[config.mk]
export PLATFORM = sky130hd
export DESIGN_NAME = simd_sequencer_flat
export DESIGN_NICKNAME = d
export VERILOG_FILES = /design/src/rtl/simd_sequencer_if.sv /design/src/rtl/simd_sequencer.sv /design/src/flat_wrapper.sv
export SDC_FILE = /design/constraint.sdc
export NUM_CORES = 1
export LEC_CHECK = 0
export BUFFER_PORTS_ARGS = -buffer_cell sky130_fd_sc_hd__buf_2
export CORE_MARGIN = 10
export CORE_UTILIZATION = 40
export DETAILED_ROUTE_END_ITERATION = 10
export PLACE_DENSITY = 0.68
export SYNTH_ARGS = -nofsm -noshare
export SYNTH_HDL_FRONTEND = slang
export SYNTH_SLANG_ARGS = --single-unit
[constraint.sdc]
create_clock -name clk -period 5.9 [get_ports clk]
set_input_delay 0.59 -clock clk [delete_from_list [all_inputs] [get_ports clk]]
set_output_delay 0.59 -clock clk [all_outputs]
set_load 0.05 [all_outputs]
[src/rtl/simd_sequencer_if.sv]
// Bus bundle between the SIMD sequencer and its host, instruction BRAM, operand BRAMs and PE array.
// The sequencer uses the slave modport; the host/memory side uses master.
interface simd_sequencer_if #(
    parameter int INS_ADDR_WIDTH = 8,
    parameter int ADDR_WIDTH     = 10,
    parameter int OPCODE_WIDTH   = 4,
    parameter int INS_WIDTH      = 64,
    parameter int LOOP_WIDTH     = 8
);
    logic                      start;
    logic [LOOP_WIDTH-1:0]     loop_count;
    logic                      busy;
    logic                      done;
    logic                      error;
    logic                      host_lock;
    logic [INS_ADDR_WIDTH-1:0] pc;
    logic [INS_WIDTH-1:0]      ins_rdata;
    logic [ADDR_WIDTH-1:0]     bram_a_addr;
    logic [ADDR_WIDTH-1:0]     bram_b_addr;
    logic [OPCODE_WIDTH-1:0]   pe_opcode;
    logic                      pe_valid;
    logic                      bram_r_wen;
    logic [ADDR_WIDTH-1:0]     bram_r_addr;

    modport master (
        output start, loop_count, ins_rdata,
        input  busy, done, error, host_lock, pc, bram_a_addr, bram_b_addr,
               pe_opcode, pe_valid, bram_r_wen, bram_r_addr
    );

    modport slave (
        input  start, loop_count, ins_rdata,
        output busy, done, error, host_lock, pc, bram_a_addr, bram_b_addr,
               pe_opcode, pe_valid, bram_r_wen, bram_r_addr
    );
endinterface

[src/rtl/simd_sequencer.sv]
// Instruction sequencer for the SIMD datapath: fetch, decode, operand addressing, PE issue and R writeback,
// with start/busy/done handshake, HALT/NOP, program repeat and implicit halt at the last program address.
//
// state | meaning
// IDLE  | waiting for start
// RUN   | fetching one instruction per cycle
// DRAIN | fetch stopped, waiting for in-flight decode/operand/writeback to finish
// DONE  | final writeback issued, done pulse
module simd_sequencer #(
    parameter int INS_ADDR_WIDTH = 8,
    parameter int ADDR_WIDTH     = 10,
    parameter int OPCODE_WIDTH   = 4,
    parameter int INS_WIDTH      = 64,
    parameter int MEM_LAT        = 1,
    parameter int PE_LAT         = 2,
    parameter int LOOP_WIDTH     = 8
) (
    input  logic            clk,
    input  logic            rst,
    simd_sequencer_if.slave bus
);
    localparam int FIELD_W = 3 * ADDR_WIDTH + OPCODE_WIDTH;
    localparam int DEPTH   = MEM_LAT + PE_LAT + 1;
    localparam int OPD     = MEM_LAT + 1;
    localparam logic [INS_ADDR_WIDTH-1:0] PC_LAST  = '1;
    localparam logic [OPCODE_WIDTH-1:0]   OP_NOP   = '0;
    localparam logic [OPCODE_WIDTH-1:0]   OP_HALT  = '1;
    localparam logic [LOOP_WIDTH-1:0]     LOOP_ONE = LOOP_WIDTH'(1);

    typedef enum logic [1:0] {S_IDLE, S_RUN, S_DRAIN, S_DONE} state_t;

    state_t                    state_q, state_d;
    logic [INS_ADDR_WIDTH-1:0] pc_q, pc_d;
    logic [LOOP_WIDTH-1:0]     loops_q, loops_d;
    logic [MEM_LAT-1:0]        fv_q, fv_d;
    logic [MEM_LAT-1:0]        fl_q, fl_d;
    logic [ADDR_WIDTH-1:0]     a_q, a_d, b_q, b_d;
    logic [DEPTH-1:0]          pv_q, pv_d;
    logic [OPCODE_WIDTH-1:0]   pop_q [OPD];
    logic [OPCODE_WIDTH-1:0]   pop_d [OPD];
    logic [ADDR_WIDTH-1:0]     pr_q [DEPTH];
    logic [ADDR_WIDTH-1:0]     pr_d [DEPTH];
    logic                      busy_q, busy_d, done_q, done_d, err_q, err_d;

    logic [OPCODE_WIDTH-1:0]   dec_op;
    logic [ADDR_WIDTH-1:0]     dec_r, dec_a, dec_b;
    logic                      dec_vld, dec_last, dec_halt, dec_exec;
    logic                      issue, drain_empty;

    assign dec_b    = bus.ins_rdata[ADDR_WIDTH-1:0];
    assign dec_a    = bus.ins_rdata[2*ADDR_WIDTH-1:ADDR_WIDTH];
    assign dec_r    = bus.ins_rdata[3*ADDR_WIDTH-1:2*ADDR_WIDTH];
    assign dec_op   = bus.ins_rdata[3*ADDR_WIDTH +: OPCODE_WIDTH];
    assign dec_vld  = fv_q[MEM_LAT-1];
    assign dec_last = fl_q[MEM_LAT-1];
    assign dec_halt = dec_vld && (dec_op == OP_HALT);
    assign dec_exec = dec_vld && (dec_op != OP_HALT) && (dec_op != OP_NOP);

    generate
        if (INS_WIDTH > FIELD_W) begin : g_ins_hi
            logic unused_ins_hi;
            assign unused_ins_hi = ^bus.ins_rdata[INS_WIDTH-1:FIELD_W];
        end
    endgenerate

    always_comb begin
        state_d = state_q;
        pc_d    = pc_q;
        loops_d = loops_q;
        busy_d  = busy_q;
        done_d  = 1'b0;
        err_d   = err_q;
        a_d     = a_q;
        b_d     = b_q;
        fv_d    = '0;
        fl_d    = '0;
        pv_d    = '0;

        issue   = (state_q == S_RUN) && !dec_halt;

        // A decoded HALT squashes every younger fetch still in the BRAM pipe.
        fv_d[0] = issue;
        fl_d[0] = issue && (pc_q == PC_LAST);
        for (int i = 1; i < MEM_LAT; i++) begin
            fv_d[i] = fv_q[i-1] && !dec_halt;
            fl_d[i] = fl_q[i-1];
        end

        if (dec_vld) begin
            a_d = dec_a;
            b_d = dec_b;
        end
        pv_d[0]  = dec_exec;
        pop_d[0] = dec_op;
        pr_d[0]  = dec_r;
        for (int i = 1; i < DEPTH; i++) begin
            pv_d[i] = pv_q[i-1];
            pr_d[i] = pr_q[i-1];
        end
        for (int i = 1; i < OPD; i++) begin
            pop_d[i] = pop_q[i-1];
        end

        // True when only the final writeback stage (leaving this cycle) may still be occupied.
        drain_empty = !dec_exec;
        for (int i = 0; i < MEM_LAT - 1; i++) begin
            if (fv_q[i] && !dec_halt) drain_empty = 1'b0;
        end
        for (int i = 0; i < DEPTH - 1; i++) begin
            if (pv_q[i]) drain_empty = 1'b0;
        end

        if (dec_vld && dec_last && !dec_halt) err_d = 1'b1;

        case (state_q)
            S_IDLE: begin
                if (bus.start) begin
                    state_d = S_RUN;
                    pc_d    = '0;
                    loops_d = (bus.loop_count == '0) ? LOOP_ONE : bus.loop_count;
                    busy_d  = 1'b1;
                    err_d   = 1'b0;
                end
            end
            S_RUN: begin
                if (issue && (pc_q != PC_LAST)) pc_d = pc_q + 1'b1;
                if (dec_halt || (issue && (pc_q == PC_LAST))) state_d = S_DRAIN;
            end
            S_DRAIN: begin
                if (drain_empty) begin
                    if (loops_q > LOOP_ONE) begin
                        loops_d = loops_q - 1'b1;
                        pc_d    = '0;
                        state_d = S_RUN;
                    end else begin
                        state_d = S_DONE;
                        done_d  = 1'b1;
                    end
                end
            end
            S_DONE: begin
                state_d = S_IDLE;
                busy_d  = 1'b0;
            end
            default: state_d = S_IDLE;
        endcase
    end

    always_ff @(posedge clk or posedge rst) begin
        if (rst) begin
            state_q <= S_IDLE;
            pc_q    <= '0;
            loops_q <= '0;
            fv_q    <= '0;
            fl_q    <= '0;
            a_q     <= '0;
            b_q     <= '0;
            pv_q    <= '0;
            busy_q  <= 1'b0;
            done_q  <= 1'b0;
            err_q   <= 1'b0;
            for (int i = 0; i < OPD; i++) pop_q[i] <= '0;
            for (int i = 0; i < DEPTH; i++) pr_q[i] <= '0;
        end else begin
            state_q <= state_d;
            pc_q    <= pc_d;
            loops_q <= loops_d;
            fv_q    <= fv_d;
            fl_q    <= fl_d;
            a_q     <= a_d;
            b_q     <= b_d;
            pv_q    <= pv_d;
            busy_q  <= busy_d;
            done_q  <= done_d;
            err_q   <= err_d;
            for (int i = 0; i < OPD; i++) pop_q[i] <= pop_d[i];
            for (int i = 0; i < DEPTH; i++) pr_q[i] <= pr_d[i];
        end
    end

    assign bus.busy        = busy_q;
    assign bus.host_lock   = busy_q;
    assign bus.done        = done_q;
    assign bus.error       = err_q;
    assign bus.pc          = pc_q;
    assign bus.bram_a_addr = a_q;
    assign bus.bram_b_addr = b_q;
    assign bus.pe_valid    = pv_q[MEM_LAT];
    assign bus.pe_opcode   = pop_q[MEM_LAT];
    assign bus.bram_r_wen  = pv_q[DEPTH-1];
    assign bus.bram_r_addr = pr_q[DEPTH-1];
endmodule

[src/flat_wrapper.sv]
// flat-port wrapper written by rule: the top's interface ports become plain ports
module simd_sequencer_flat 
#(
    parameter int INS_ADDR_WIDTH = 8,
    parameter int ADDR_WIDTH     = 10,
    parameter int OPCODE_WIDTH   = 4,
    parameter int INS_WIDTH      = 64,
    parameter int MEM_LAT        = 1,
    parameter int PE_LAT         = 2,
    parameter int LOOP_WIDTH     = 8
)
  (clk, rst, bus_start, bus_loop_count, bus_ins_rdata, bus_busy, bus_done, bus_error, bus_host_lock, bus_pc, bus_bram_a_addr, bus_bram_b_addr, bus_pe_opcode, bus_pe_valid, bus_bram_r_wen, bus_bram_r_addr);
  simd_sequencer_if #(.INS_ADDR_WIDTH(INS_ADDR_WIDTH), .ADDR_WIDTH(ADDR_WIDTH), .OPCODE_WIDTH(OPCODE_WIDTH), .INS_WIDTH(INS_WIDTH), .LOOP_WIDTH(LOOP_WIDTH)) bus_i ();
  input  logic clk;
  input  logic rst;
  input wire logic [$bits(bus_i.start)-1:0] bus_start;
  input wire logic [$bits(bus_i.loop_count)-1:0] bus_loop_count;
  input wire logic [$bits(bus_i.ins_rdata)-1:0] bus_ins_rdata;
  output wire logic [$bits(bus_i.busy)-1:0] bus_busy;
  output wire logic [$bits(bus_i.done)-1:0] bus_done;
  output wire logic [$bits(bus_i.error)-1:0] bus_error;
  output wire logic [$bits(bus_i.host_lock)-1:0] bus_host_lock;
  output wire logic [$bits(bus_i.pc)-1:0] bus_pc;
  output wire logic [$bits(bus_i.bram_a_addr)-1:0] bus_bram_a_addr;
  output wire logic [$bits(bus_i.bram_b_addr)-1:0] bus_bram_b_addr;
  output wire logic [$bits(bus_i.pe_opcode)-1:0] bus_pe_opcode;
  output wire logic [$bits(bus_i.pe_valid)-1:0] bus_pe_valid;
  output wire logic [$bits(bus_i.bram_r_wen)-1:0] bus_bram_r_wen;
  output wire logic [$bits(bus_i.bram_r_addr)-1:0] bus_bram_r_addr;
  assign bus_i.start = bus_start;
  assign bus_i.loop_count = bus_loop_count;
  assign bus_i.ins_rdata = bus_ins_rdata;
  assign bus_busy = bus_i.busy;
  assign bus_done = bus_i.done;
  assign bus_error = bus_i.error;
  assign bus_host_lock = bus_i.host_lock;
  assign bus_pc = bus_i.pc;
  assign bus_bram_a_addr = bus_i.bram_a_addr;
  assign bus_bram_b_addr = bus_i.bram_b_addr;
  assign bus_pe_opcode = bus_i.pe_opcode;
  assign bus_pe_valid = bus_i.pe_valid;
  assign bus_bram_r_wen = bus_i.bram_r_wen;
  assign bus_bram_r_addr = bus_i.bram_r_addr;
  simd_sequencer #(.INS_ADDR_WIDTH(INS_ADDR_WIDTH), .ADDR_WIDTH(ADDR_WIDTH), .OPCODE_WIDTH(OPCODE_WIDTH), .INS_WIDTH(INS_WIDTH), .MEM_LAT(MEM_LAT), .PE_LAT(PE_LAT), .LOOP_WIDTH(LOOP_WIDTH)) u_core (.clk(clk), .rst(rst), .bus(bus_i));
endmodule
; Yosys cells after proc, flatten, opt, wreduce, memory -nomap -nowiden
; Index checks and enable logic that the tools add are counted.
[classes]
n_addsub = 2
magnitude_cmp = 1
eq_ne = 12
muxes = 26
n_reduce_logical = 21
[ops]
columns = op, count
row1 = $mux 8, 8
row2 = $pmux 8 s3, 1
row3 = $pmux 8 s2, 1
row4 = $mux 1, 10
row5 = $add 8x1->8 const B, 1
row6 = $eq 8x8->1 const B, 1
row7 = $gt 8x1->1 const B, 1
row8 = $logic_and 1x1->1, 8
row9 = $logic_not 8->1, 1
row10 = $mux 2, 4
row11 = $ne 8x8->1 const B, 1
row12 = $pmux 2 s4, 1
row13 = $sub 8x1->8 const B, 1
row14 = $ne 2x2->1 const B, 3
row15 = $reduce_and 5->1, 1
row16 = $eq 2x2->1 const B, 2
row17 = $eq 4x4->1 const B, 1
row18 = $ne 2x1->1 const B, 2
row19 = $ne 4x4->1 const B, 1
row20 = $reduce_and 4->1, 1
row21 = $reduce_bool 2->1, 2
row22 = $reduce_bool 4->1, 1
row23 = $reduce_and 3->1, 1
row24 = $reduce_bool 3->1, 1
row25 = other kinds (6), 7
[totals]
regBits = 95
in_bits = 75
output_inout_bits = 48
elab_cells = 79

; Logic depth before layout (Yosys ltp)
[depth]
word_depth = 9
mapped_depth = 7
depth_no_buf = 7

; Least setup slack after synthesis
; Ideal clock, no wire load.
[synth_timing]
path_kind = flip-flop to flip-flop
startpoint = reg u_core.pc_q[0] (netlist: u_core.bus.pc[0])
endpoint = reg u_core.pc_q[5] (netlist: u_core.bus.pc[5])
setup_time_ns = 0.120
t_arrival_ns = 2.033
required_time_ns = 5.780
setup_slack_ns = 3.746
path_stages_with_launch = 7
n_path_buf = 0
path_cell_list = dfrtp_1 -> ha_1 -> and3_1 -> a221oi_4 -> a31oi_1 -> o21a_1 -> a41o_1
[synth_between]
elab_chain_cells = 4
word_cells_on_any_way = 7
[synth_rtl]
columns = item, line
row1 = start: declaration, simd_sequencer.sv:33  ; logic [INS_ADDR_WIDTH-1:0] pc_q, pc_d;
row2 = start signal: assignment, simd_sequencer.sv:166  ; pc_q <= pc_d;
row3 = branches (longest 4 deep; another with $add 8x1->8), -
; Parallel ways; which one is timed is not known. The select of a mux whose other input is x is not followed.
; A chain may end at the register's enable or synchronous reset.

; Final worst setup path
[layout_timing]
startpoint = reg u_core.fv_q (netlist: u_core.dec_vld)
endpoint = reg u_core.pc_q[3] (netlist: u_core.bus.pc[3])
[layout_between]
elab_chain_cells = 8
word_cells_on_any_way = 13
[layout_rtl]
columns = item, line
row1 = start: declaration, simd_sequencer.sv:35  ; logic [MEM_LAT-1:0] fv_q, fv_d;
row2 = start signal: assignment, simd_sequencer.sv:168  ; fv_q <= fv_d;
row3 = $logic_and 1x1->1 (2 in a row), simd_sequencer.sv:57  ; assign dec_exec = dec_vld && (dec_op != OP_HALT) && (dec_op != OP_NOP);
row4 = $logic_not 1->1, simd_sequencer.sv:105  ; drain_empty = !dec_exec;
row5 = $mux 1 (3 in a row), simd_sequencer.sv:110  ; if (pv_q[i]) drain_empty = 1'b0;
row6 = $ne 2x1->1 (no line), -
row7 = $reduce_and 5->1 (no line) *, -
; Every way passes the cells marked *; elsewhere a longest branch is shown, timed or not.

==> results.yml <==
logic_synthesis:
  yosysWarnings: 0
  synth_area_leaders: "dfrtp_1 69%, mux2_2 6.9%, a21oi_1 2.2%"
  synth_compound_area_frac: 0.108
  synth_top_family_by_area: "compound AO/OA/AOI/OAI gates"
  synth-simple-area-share: 0.0880
  synth_fa_ha_area_frac: 0.0109
  synth_top_area_frac: 0.693
  synth-seq-cells: 95
  synthXorXnorAreaFrac: 0.0102
  ys_seq_area_frac: 0.693
  synth_area_leader_cell: "dfrtp_1"
  synth_fp_nets: 328
  ys_types: 48
  synthMuxAreaShare: 0.0690
  avgSynthCellArea_um2: 13.7
  syn_inst: 250
  netlist_area_mm2: 0.00343
die:
  die_h_um: 113
  dieArea_mm2: 0.0127
  rows: 33
  pin_count: 123
  start_util: 0.413
  fp.dieW_um: 113
  coreArea_mm2: 0.00830
cts:
  htreeDepth: 3
  clock_sinks: 95
  cts_resized: 0
  cts_tree: "done"
  clk_pin_slew_ns: 0.11
  cts_setup_buffers: 0
  clock_latency_ns: 0.36
  postCtsHoldBufs: 0
  clock_tree.buffer_depth: 2
  cts-root-buf: "clkbuf_8"
  cts_buffers: 9
route:
  routed_wl_mm: 6.98
  drcViolationCount: 0
  drt-vias-per-instance: 4.88
  ant_nets: 0
  drt_iter0_drc: 122
  dr.pass1.iters: 4
  routedWlPerCell_um: 15.3
  vias: 2223
timing:
  finalCriticalPeriod_ns: 2.42
  max-slew-margin-rel: 0.343
  worst_pin_slew_ns: 0.985
  rsz0062_at_grt: "false"
  skew_ns: 0.00958
  period_share: 0.411
  setup_ws_ns: 3.48
  fin_setup_tns_ns: 0
  setup_viol: 0
  max_freq_mhz: 412
  slew_violations: 0
  finalHoldViolations: 0
placed_design:
  place_area_mm2: 0.00399
  dp_hpwl_mm: 5.12
  gp_congestion: 0.770
  io_buffers: 92
  pre_cts_slack_ns: 3.46
status:
  outcome: "finished, final reports clean"
worst_setup_path:
  cp.required_ns: 6.18
  rrSetupSlack_ns: 3.48
  path_class: "flip-flop to flip-flop"
  end_kind: "flip-flop"
  cp-start-kind: "flip-flop"
  arrival_ns: 2.70
  worstReg2RegStart: "u_core.dec_vld$_DFF_PP0_"
  crit_start: "u_core.dec_vld$_DFF_PP0_"
  worst-path-max-fanout: 24
final_layout:
  final_common_cell: "dfrtp_1"
  drive_gt1_frac: 0.402
  layout_common_cells: "95 x dfrtp_1, 92 x buf_2, 21 x mux2_2"
  nNetsFinal: 424
  area_growth_pct: 22.8
  diodes: 0
  final_area_mm2: 0.00421
pwr:
  pwr_density_cell_mw_per_mm2: 534
  power_leakage_uw: 0.00198
  peakVddDrop_mv: 0.133
grt:
  grt_pass1_vias: 2309
  grt_max_degree: 69
  grt_antenna_before_repair: 0
  gr-total-overflow: 0
  track_usage: 0.114
  grt_pass1_wl_mm: 11.7
flow_run:
  cap_violations: 0
hold_path:
  hold_path_class: "primary input to asynchronous set/reset pin"
[state kept, by name, indices dropped and copies added (netlist names), 2 cells and up]
name                    count
u_core.pv_q                 4
u_core.bus.bram_b_addr     10
u_core.pop_d                4
u_core.loops_q              8
u_core.bus.bram_r_addr     10
u_core.bus.pe_opcode        4
u_core.state_q              2
u_core.bus.bram_a_addr     10
u_core.pr_d                30
u_core.bus.pc               8
[cell usage after synthesis (all sizes together)]
library cell   n
dfrtp         95
mux2          21
nand2         19
o21ai         16
a21oi         15
nor3           7
buf            6
inv            6
nor2           6
nand4          4
nor2b          4
a31oi          3
and3           3
ha             3
nand3          3
nor4           3
o21a           3
o22ai          3
o31a           3
xor2           3
and4           2
clkbuf         2
or2            2
or3            2
a211oi         1
a21boi         1
a221oi         1
a22o           1
a311oi         1
a41o           1
a41oi          1
and2           1
clkinv         1
nand2b         1
o211ai         1
o21bai         1
o22a           1
o31ai          1
or4            1
xnor2          1
[routing by layer]
layer | part of all wire | global-route usage | vias to the layer above
met4 | 0.020 | 0.0584 | 0
met3 | 0.080 | 0.0495 | 11
met5 | 0 | 0 | -
met1 | 0.42 | 0.130 | 1069
met2 | 0.48 | 0.178 | 63
li1 | - | - | 1080
[cell families (layout without fill, tap and decap cells)]
group / Yosys count / after routing
DFF: 95 / 95
xor gates and xnor gates: 4 / 4
muxes: 21 / 21
buffers and inverters: 15 / 116
adders and majority gates: 3 / 3
and+or+nand+nor: 58 / 58
AOI/OAI and AO/OA: 54 / 54
[report_power, final]
group	switching (uW)	internal (uW)	leakage, uW
Combinational	583	272	0.000729
Sequential	141	796	0.00114
Clock	247	210	0.000112
Total	971	1280	0.00198
[critical path, cell delays in order, from the launching register on]
cell and delay, ns:
dfrtp_1 1.00, inv_1 0.18, o31a_2 0.45, o211ai_4 0.34, a21oi_1 0.12, a311oi_1 0.24
[final timing paths]
check / endpoint / cells past startpoint
min in group clk: u_core.pr_d[23]$_DFF_PP0_ / 1
worst max-delay path: u_core.bus.pc[3]$_DFFE_PP0P_ / 5
worst min-delay path: u_core.bus.bram_r_addr[4]$_DFF_PP0_ / 2
worst min register to register: u_core.pr_d[6]$_DFF_PP0_ / 0
max in group asynchronous: u_core.bus.pc[7]$_DFFE_PP0P_ / 3
worst max register to register: u_core.bus.pc[3]$_DFFE_PP0P_ / 5
[per-stage QoR]
stage / power (uW) / std cells / utilization / hold slack, ns
after floorplan: 1610 / 250 / - / 0.331
after global placement: 1790 / 440 / 0.480 / 0.331
after detailed placement: 1820 / 440 / 0.480 / 0.335
after CTS: 2280 / 456 / 0.507 / 0.168
after global routing: 2390 / 456 / 0.507 / 0.173
final: 2250 / 456 / 0.507 / 0.173
[cell type report]
type,count,area [um2]
Clock inverter,7,100
Clock buffer,9,124
Multi-Input combinational cell,140,981
Inverter,7,28.8
Timing Repair Buffer,93,468
Tap cell,105,131
Fill cell,735,4090
Sequential cell,95,2380
No activity file was read; power rests on OpenSTA's default activity.
